<file path="src/rtl/bcd_sw_pkg.sv">
// Shared types and helpers for the BCD stopwatch controller and its digit cells.
package bcd_sw_pkg;

    localparam int         DIGIT_W = 4;
    localparam logic [3:0] BCD_MAX = 4'd9;

    typedef logic [1:0] sw_state_t;

    localparam sw_state_t ST_IDLE  = 2'd0;
    localparam sw_state_t ST_RUN   = 2'd1;
    localparam sw_state_t ST_PAUSE = 2'd2;

    // Values above 9 can only come from upsets; they fold back to 0 on the next increment.
    function automatic logic [DIGIT_W-1:0] bcd_next(input logic [DIGIT_W-1:0] q,
                                                    input logic               inc);
        if (!inc)
            return q;
        return (q >= BCD_MAX) ? '0 : q + DIGIT_W'(1);
    endfunction

endpackage

</file>
<file path="src/rtl/bcd_digit.sv">
// One BCD digit of the stopwatch count chain; carry feeds the next digit's inc.
module bcd_digit
    import bcd_sw_pkg::*;
(
    input  logic               clk,
    input  logic               reset,
    input  logic               clr,
    input  logic               inc,
    output logic [DIGIT_W-1:0] q,
    output logic               carry
);

    always_ff @(posedge clk) begin
        if (reset || clr)
            q <= '0;
        else
            q <= bcd_next(q, inc);
    end

    assign carry = inc && (q == BCD_MAX);

endmodule

</file>
<file path="src/rtl/bcd_stopwatch_ctrl.sv">
// Stopwatch controller: RUN/PAUSE/IDLE FSM, tick prescaler, BCD digit chain, display mux.
// Optional lap hold is built when STOPWATCH_LAP_EN is defined.
module bcd_stopwatch_ctrl
    import bcd_sw_pkg::*;
#(
    parameter int TICK_DIV = 100000,
    parameter int DIGITS   = 4
) (
    input  logic                clk,
    input  logic                reset,
    input  logic                start_stop,
    input  logic                clear,
    input  logic                lap,
    output logic [4*DIGITS-1:0] count,
    output logic [4*DIGITS-1:0] disp,
    output logic                running,
    output logic                rollover,
    output logic [1:0]          state
);

    localparam int            PW         = (TICK_DIV > 1) ? $clog2(TICK_DIV) : 1;
    localparam logic [PW-1:0] PRESC_LAST = PW'(TICK_DIV - 1);

    sw_state_t                         state_nxt;
    logic [PW-1:0]                     presc;
    logic                              in_run;
    logic                              clr_cmd;
    logic                              tick;
    logic [DIGITS:0]                   inc;
    logic [DIGITS-1:0][DIGIT_W-1:0]    digit_q;
    logic [DIGITS-1:0][DIGIT_W-1:0]    digit_nxt;
    logic [4*DIGITS-1:0]               count_nxt;

    assign in_run  = (state == ST_RUN);
    assign clr_cmd = clear && ((state == ST_IDLE) || (state == ST_PAUSE));
    assign tick    = in_run && (presc == PRESC_LAST);
    assign inc[0]  = tick;
    assign running = in_run;

    // clear outranks start_stop only outside RUN; in RUN clear is ignored.
    always_comb begin
        state_nxt = state;
        case (state)
            ST_IDLE:  if (clear) state_nxt = ST_IDLE;
                      else if (start_stop) state_nxt = ST_RUN;
            ST_RUN:   if (start_stop) state_nxt = ST_PAUSE;
            ST_PAUSE: if (clear) state_nxt = ST_IDLE;
                      else if (start_stop) state_nxt = ST_RUN;
            default:  state_nxt = ST_IDLE;
        endcase
    end

    always_ff @(posedge clk) begin
        if (reset)
            state <= ST_IDLE;
        else
            state <= state_nxt;
    end

    // Holds its value outside RUN so a pause keeps the partial period.
    always_ff @(posedge clk) begin
        if (reset || clr_cmd)
            presc <= '0;
        else if (in_run)
            presc <= tick ? '0 : presc + PW'(1);
    end

    for (genvar g = 0; g < DIGITS; g++) begin : g_digit
        bcd_digit u_digit (
            .clk   (clk),
            .reset (reset),
            .clr   (clr_cmd),
            .inc   (inc[g]),
            .q     (digit_q[g]),
            .carry (inc[g+1])
        );
        assign digit_nxt[g] = clr_cmd ? '0 : bcd_next(digit_q[g], inc[g]);
    end

    assign count     = digit_q;
    assign count_nxt = digit_nxt;

    // Carry out of the top digit is exactly the all-9 wrap on a tick.
    always_ff @(posedge clk) begin
        if (reset)
            rollover <= 1'b0;
        else
            rollover <= inc[DIGITS];
    end

`ifdef STOPWATCH_LAP_EN
    logic                hold;
    logic                hold_nxt;
    logic [4*DIGITS-1:0] lap_reg;
    logic [4*DIGITS-1:0] lap_nxt;

    always_comb begin
        hold_nxt = hold;
        lap_nxt  = lap_reg;
        if (clr_cmd) begin
            hold_nxt = 1'b0;
        end else if (lap) begin
            if (hold) begin
                hold_nxt = 1'b0;
            end else if (in_run) begin
                hold_nxt = 1'b1;
                lap_nxt  = count;
            end
        end
    end

    always_ff @(posedge clk) begin
        if (reset) begin
            hold    <= 1'b0;
            lap_reg <= '0;
            disp    <= '0;
        end else begin
            hold    <= hold_nxt;
            lap_reg <= lap_nxt;
            disp    <= hold_nxt ? lap_nxt : count_nxt;
        end
    end
`else
    logic unused_lap;
    assign unused_lap = lap;

    // Registered from the next-count value so disp tracks count cycle for cycle.
    always_ff @(posedge clk) begin
        if (reset)
            disp <= '0;
        else
            disp <= count_nxt;
    end
`endif

endmodule
</file>
<file path="config.mk">
export PLATFORM = sky130hd
export DESIGN_NAME = bcd_stopwatch_ctrl
export DESIGN_NICKNAME = d
export VERILOG_FILES = /design/src/rtl/bcd_sw_pkg.sv /design/src/rtl/bcd_digit.sv /design/src/rtl/bcd_stopwatch_ctrl.sv
export SDC_FILE = /design/constraint.sdc
export NUM_CORES = 1
export LEC_CHECK = 0
export ABC_AREA = 1
export CORE_ASPECT_RATIO = 1.2
export CORE_MARGIN = 2
export CORE_UTILIZATION = 56
export DETAILED_ROUTE_END_ITERATION = 7
export GPL_TIMING_DRIVEN = 0
export PLACE_DENSITY = 0.88
export SYNTH_ARGS = -nofsm -noshare
export SYNTH_HDL_FRONTEND = slang
export SYNTH_SLANG_ARGS = --single-unit
</file>
<file path="constraint.sdc">
create_clock -name clk -period 2.6 [get_ports clk]
set_input_delay 0.52 -clock clk [delete_from_list [all_inputs] [get_ports clk]]
set_output_delay 0.52 -clock clk [all_outputs]
set_load 0.05 [all_outputs]
</file>
# Word-level counts from Yosys, hierarchy flattened
# Cells that the tools add are included.
[op_classes] muxes=25 eq_ne=13 add_sub_neg=5 n_reduce_logical=12 magnitude_cmp=4
[ops] op="$mux 4" n=12
[ops] op="$add 17x1->17 const B" n=1
[ops] op="$eq 17x17->1 const B" n=1
[ops] op="$mux 17" n=1
[ops] op="$add 4x1->4 const B" n=4
[ops] op="$eq 4x4->1 const B" n=4
[ops] op="$ge 4x4->1 const B" n=4
[ops] op="$mux 1" n=8
[ops] op="$ne 2x1->1 const B" n=4
[ops] op="$logic_and 1x1->1" n=6
[ops] op="$mux 2" n=3
[ops] op="$pmux 2 s2" n=1
[ops] op="$reduce_or 2->1" n=2
[ops] op="$ne 3x1->1 const B" n=1
[ops] op="$eq 2x1->1 const B" n=1
[ops] op="$eq 2x2->1 const B" n=1
[ops] op="$logic_not 2->1" n=1
[ops] op="$logic_or 1x1->1" n=2
[ops] op="$ne 2x2->1 const B" n=1
[ops] op="$reduce_and 2->1" n=1
[totals] register_bits=52 word_cells=67 input_bits=5 output_inout_bits=36

# Logic depth before layout (Yosys ltp)
# Gate-level depths: netlist (run 1).
[depth] word_depth=8 depth_mapped=10 mapped_depth_nobuf=10

# By module
# From an unflattened synthesis (run 1), not the netlist that was laid out.
[unflattened] cells_unflattened=425 area_unflattened_um2=3088.0
[by_module_without_submodules] mod="bcd_stopwatch_ctrl" area_each_um2=1921.8 cells_per_inst=269 instances=1
[by_module_without_submodules] mod="bcd_digit" area_each_um2=291.5 cells_per_inst=39 instances=4

# Least setup slack after synthesis (run 1)
# No wires, ideal clock.
[synth_timing] kind="register to register" start="register state[0]" end="register presc[12]" required_ps=2479 n_path_buf=0 t_arrival_ps=1745 path_slack_ps=735 synth_period_minus_slack_ps=1865 stages_incl_launch_ff=8 path_cell_list="dfxtp_1 nand2_4 inv_2 nand2_1 nor2_2 nand3_1 nor3_1 nor3_2"
[synth_between] elab_cells_between_ends=8
[synth_lines] element="start, declared" line="bcd_stopwatch_ctrl.sv:18" rtl="output logic [1:0] state"
[synth_lines] element="start signal, assigned" line="bcd_stopwatch_ctrl.sv:57" rtl="state <= state_nxt;"
[synth_lines] element="$eq 2x1->1 (*)" line="bcd_stopwatch_ctrl.sv:34" rtl="assign in_run = (state == ST_RUN);"
[synth_lines] element="named net running" line="bcd_stopwatch_ctrl.sv:16" rtl="output logic running,"
[synth_lines] element="$logic_and 1x1->1" line="bcd_stopwatch_ctrl.sv:36" rtl="assign tick = in_run && (presc == PRESC_LAST);"
[synth_lines] element="$mux 17" line="bcd_stopwatch_ctrl.sv:65" rtl="presc <= tick ? '0 : presc + PW'(1);"
[synth_lines] element="end signal, assigned" line="bcd_stopwatch_ctrl.sv:65"
[synth_lines] element="end, declared" line="bcd_stopwatch_ctrl.sv:25" rtl="logic [PW-1:0] presc;"
# Mark *: on every way through the listed nets, which the timed path passes. The rest lies on a longest branch.
# A chain may end at the register's enable or synchronous reset.

# Final worst setup path (run 1)
[layout_timing] start="register state[0]" end="output port running"
[layout_between] elab_chain_len=1
[layout_rtl] element="$eq 2x1->1" line="bcd_stopwatch_ctrl.sv:34"
[layout_rtl] element="end, declared" line="bcd_stopwatch_ctrl.sv:16"
# Every way passes these cells.

==> results of run 1 <==
## power groups by stage
stage	logic (mW)	registers, mW	clock network, mW
2_1_floorplan	0.0329	0.827	0
3_3_place_gp	0.0598	0.820	0
3_5_place_dp	0.0606	0.820	0
4_1_cts	0.0618	0.802	0.669
5_1_grt	0.0672	0.803	0.691
6_report	0.0615	0.802	0.659
## sequential cells by signal (all words and copies together), names as in the netlist
register,cells
state,2
disp,16
rollover,1
g_digit.u_digit.q,16
presc,17
## final timing paths
check / to / slack (ps) / depth (start not counted) / startpoint
setup / recovery: running / 300 / 3 / state[0]
hold reg to reg: presc[16] / 450 / 2 / presc[16]
setup reg to reg: disp[14] / 790 / 6 / g_digit[1].u_digit.q[0]
hold / removal: presc[16] / 450 / 2 / presc[16]
## cell type report
cell class / count / area, µm² / area share
timing repair buffer: 39 / 390 / 0.134
clock inverter: 3 / 68.8 / 0.0237
tap: 54 / 67.6 / 0.0233
multi-input combinational: 189 / 1090 / 0.376
clock buffer: 5 / 68.8 / 0.0237
buffer: 2 / 15.0 / 0.00517
inverter: 43 / 161 / 0.0556
sequential: 52 / 1040 / 0.358
## cell families (layout without fill, tap and decap cells)
family	after synthesis	after routing
AND/OR/NAND/NOR	129	129
flip-flops	52	52
AO/OA/AOI/OAI	41	41
buffers and inverters	45	92
adder cells (fa/ha/maj)	13	13
XOR/XNOR	6	6
## metrics by stage
stage | utilization | hold WS [ps] | worst slack, ps | instances | power, mW
6_report | 0.737 | 447 | 297 | 387 | 1.52
5_1_grt | 0.737 | 490 | 223 | 387 | 1.56
4_1_cts | 0.737 | 451 | 291 | 387 | 1.53
3_5_place_dp | 0.702 | 437 | 415 | 379 | 0.881
3_3_place_gp | 0.702 | 431 | 422 | 379 | 0.880
2_1_floorplan | - | 423 | 735 | 286 | 0.860
## worst register-to-register path, stage by stage (launching register included)
cell     delay (ps)
dfxtp_1         450
ha_1            180
inv_1            50
nor3_2          460
nand4_2         270
nor2_1          210
nor2_1           80
## cell usage in the layout, fill, tap and decap left out, types with 6 or more instances in the layout
cell type and instances:
nor2_1 38, inv_1 38, dfxtp_1 52, clkdlybuf4s50_1 39, a211oi_1 6, nand2_1 47, nand3_1 19, o21ai_0 8
a21oi_1 21, ha_1 13
## per-layer routing
metal / vias to the layer above / GRT usage / wire [µm]
met1: 884 / 0.232 / 1960
met4: 0 / 0.111 / 86
met3: 11 / 0.0393 / 188
li1: 1012 / - / -
met5: - / 0 / 0
met2: 48 / 0.427 / 2610
==> impl_metrics.yaml, run 1 <==
layout:
  synthToLayoutAreaGrowth_pct: 25.8
  layout-drive-gt1-share: 0.0901
  finalNetCount: 350
  stdcell_area_mm2: 0.00290
  antenna_cells: 0
  fillCellCount: 286
yosys:
  synthArstFlopShare: 0
  muxShareOfSynthArea: 0
  synthSimpleGateAreaFrac: 0.275
  ys_types: 30
  synth.largest_area_cell: "dfxtp_1"
  synthAdderAreaFrac: 0.0705
  synthXorXnorAreaFrac: 0.0228
  synth_top_family_by_area: "simple AND/OR/NAND/NOR gates"
  synth_seq_cells: 52
  ys_top_cells_by_count: "52 x dfxtp_1, 47 x nand2_1, 38 x inv_1, 38 x nor2_1, 21 x a21oi_1"
  yosys.cell_count.top_type: "dfxtp_1"
  synth-edff-count: 0
  syn-instance-count: 286
  synth_fp_nets: 304
  synth_flop_cell: "dfxtp_1"
  yosysWarnings: 0
  synth_compound_area_frac: 0.104
  yosysTopAreaCellShare: 0.451
  avgSynthCellArea_um2: 8.07
  yosys-top-cells-area: "dfxtp_1 45%, nand2_1 7.6%, ha_1 7.0%, inv_1 6.2%, nor2_1 6.2%"
  syn-cell-area_mm2: 0.00231
  seq_area_frac_synth: 0.451
route:
  route.detailed.drc: 0
  vias: 1955
  wl_per_cell_um: 12.5
  ant_nets: 0
  drt_iter0_markers: 71
  viasPerCell: 5.05
  drt_wl_total_um: 4850
  first_pass_iters: 4
sta:
  fin_skew_ps: 7.02
  post-route-period-util: 0.886
  tns_ps: 0
  finalSetupViolCount: 0
  fmax_mhz: 434
  slew_viol_final: 0
  hold_viol: 0
  min_period_ps: 2300
  slew_headroom: 0.598
  tightest_slew_ps: 600
  rsz0062_at_grt: "no"
place:
  postPlaceCellArea_mm2: 0.00277
  dp_hpwl_um: 3490
  place_congestion: 0.854
  port_buffers: 39
pwr:
  p_sw_mw: 0.318
  p_sw_frac: 0.209
  power.internal_mw: 1.20
  p_leak_nw: 1.10
  power_frac_comb: 0.040
  clkPwrFrac: 0.433
  power-per-cell-area_mw_per_mm2: 524
  p_seq_frac: 0.527
  ir_drop_mv: 0.384
grt:
  overflow: 0
  grt_pass1_vias: 1914
  grt_usage: 0.220
  grt_max_degree: 18
  grt_first_pass_wirelength_um: 8100
  antenna_found_initial: 0
cts:
  htreeDepth: 2
  cts-hold-fix-buffers: 0
  root_buffer: "clkbuf_8"
  cts_tree: "done"
  cts_resized: 0
  clk_pin_slew_ps: 90
  post_cts_buffers: 0
  cts_made_buffers: 5
  clock_sinks: 52
  clock_latency_ps: 310
  clock_path_buffers: 2
setup_path:
  worstSetupStartpointType: "register"
  worstPathArrival_ps: 1780
  crit_path_end_kind: "output port"
  cp_max_fo: 7
  crit_required_ps: 2080
  crit_path_top_delay_cell: "clkdlybuf4s50_1"
  crit_type: "register to output port"
  path_buf_inv: 2
  crit_chain: "nand2_4, inv_2, clkdlybuf4s50_1"
  crit_family: "buffers and inverters"
  cp_slowest_stage_delay_ps: 810
die:
  coreArea_mm2: 0.00394
  die_h_um: 74.3
  die_area_mm2: 0.00465
  die_x_um: 62.6
  initial_core_util: 0.586
  row_count: 25
  num_io_pins: 41
worst_hold_path:
  hp-class: "register to register"
outcome:
  status: "finished, final reports clean"
run:
  cap_violations: 0
Power figures use the tool's default switching activity.
==> run 2, diff against run 1 <==
--- a/config.mk
+++ b/config.mk
@@ -12,4 +12,5 @@
 export DETAILED_ROUTE_END_ITERATION = 7
 export GPL_TIMING_DRIVEN = 0
+export HOLD_SLACK_MARGIN = 0.06
 export PLACE_DENSITY = 0.88
 export SYNTH_ARGS = -nofsm -noshare
==> constraint.sdc (replaced) <==
create_clock -name clk -period 2.6 [get_ports clk]
set_input_delay 0.52 -clock clk [delete_from_list [all_inputs] [get_ports clk]]
set_output_delay 0.52 -clock clk [all_outputs]
set_load 0.1 [all_outputs]
==> run 2 against run 1 <==
Wire length is 0.17% lower. Final cell count did not move. Clock-buffer cell count unchanged. Combinational power is 17% higher. Maximum frequency is 7.6% lower. Highest routed layer unchanged. Critical endpoint is now count[6]. Global-route usage hardly changed. Die area is the same. Register-to-register slack about the same. Critical path depth decreased by 2. Design area barely moved. Sequential power hardly changed.
==> impl_metrics.yaml, run 2 (same netlist as run 1, synthesis figures left out) <==
place:
  dp_hpwl_um: 3490
  place_inst: 379
  port_buffers: 39
  place_congestion: 0.854
layout:
  biggestRegsByFlops: "presc (17), disp (16), g_digit.u_digit.q (16)"
  register_area_mm2: 0.00104
  finalNetCount: 350
  layout-drive-gt1-share: 0.0901
  antenna_cells: 0
  fillCellCount: 287
  final_common_cell: "dfxtp_1"
  multi_input_area_mm2: 0.00109
  layout_common_cells: "52 x dfxtp_1, 47 x nand2_1, 38 x inv_1, 38 x nor2_1, 38 x clkdlybuf4s50_1"
  regMostFlops: "presc"
  stdcell_count: 387
  final_util: 0.737
  synthToLayoutAreaGrowth_pct: 25.7
  largest_reg_flops: 17
cts:
  clock_path_buffers: 2
  clk_pin_slew_ps: 100
  cts_made_buffers: 5
  post_cts_buffers: 0
  htreeDepth: 2
  cts_tree: "done"
  clock_sinks: 52
  root_buffer: "clkbuf_8"
  clock_latency_ps: 310
grt:
  antenna_found_initial: 0
  overflow: 0
  grt_max_degree: 18
  grt_usage: 0.220
  grt_pass1_vias: 1922
  grt_first_pass_wirelength_um: 8110
route:
  first_pass_iters: 4
  wl_per_cell_um: 12.5
  ant_nets: 0
  vias: 1957
  drt_iter0_markers: 70
  route.detailed.drc: 0
  drt_wl_total_um: 4840
  viasPerCell: 5.06
setup_path:
  crit_type: "register to output port"
  crit_required_ps: 2080
  crit_path_end_kind: "output port"
  crit_chain: "clkdlybuf4s50_1"
  path_buf_inv: 1
  cp_max_fo: 6
  worstSetupStartpointType: "register"
  cp_slowest_stage_delay_ps: 1190
  crit_family: "buffers and inverters"
  crit_path_top_delay_cell: "clkdlybuf4s50_1"
  worstPathArrival_ps: 1970
outcome:
  status: "finished, final reports clean"
worst_hold_path:
  hp-class: "register to register"
die:
  row_count: 25
  die_h_um: 74.3
  num_io_pins: 41
  coreArea_mm2: 0.00394
  die_area_mm2: 0.00465
  die_x_um: 62.6
  initial_core_util: 0.586
sta:
  slew_headroom: 0.335
  min_period_ps: 2490
  slew_viol_final: 0
  tns_ps: 0
  hold_viol: 0
  finalSetupViolCount: 0
  fin_skew_ps: 7.06
  tightest_slew_ps: 994
  fmax_mhz: 401
  rsz0062_at_grt: "no"
  post-route-period-util: 0.958
pwr:
  p_leak_nw: 1.10
  ir_drop_mv: 0.384
  power-per-cell-area_mw_per_mm2: 528
  p_total_mw: 1.53
run:
  cap_violations: 0
## run 2: layout make-up
class | instances | area share
buffer | 2 | 0.00517
clock buffer | 5 | 0.0237
clock inverter | 3 | 0.0237
inverter | 43 | 0.0556
multi-input combinational | 189 | 0.376
sequential | 52 | 0.359
tap | 54 | 0.0233
timing repair buffer | 39 | 0.134
## run 2: stage by stage
step / hold slack, ps / area (µm²) / setup WS [ps]
2_1_floorplan: 423 / 2310 / 184
3_3_place_gp: 431 / 2770 / 307
3_5_place_dp: 437 / 2770 / 301
4_1_cts: 451 / 2900 / 107
5_1_grt: 490 / 2900 / 49.2
6_report: 447 / 2900 / 108
## run 2: what timing repair did
item | CTS | global route
resized for setup | 1 | 0
setup endpoints to repair | 1 | 0
hold buffers | 0 | 0
## run 2: per-layer routing
layer	wire, µm	track usage	vias up
met5	0	0	-
met4	77	0.111	0
met3	206	0.0393	9
met2	2610	0.428	50
met1	1940	0.232	886
li1	-	-	1012
## run 2: power breakdown
part | total (mW) | internal [mW] | switching (mW)
sequential | 0.802 | 0.799 | 0.00338
clock | 0.659 | 0.387 | 0.271
combinational | 0.0722 | 0.0178 | 0.0545
## run 2: final timing paths
check	from	to	slack, ps	cells past startpoint
hold / removal	presc[16]	presc[16]	450	2
setup / recovery	g_digit[1].u_digit.q[2]	count[6]	110	1
setup reg to reg	g_digit[1].u_digit.q[0]	disp[14]	790	6
hold reg to reg	presc[16]	presc[16]	450	2
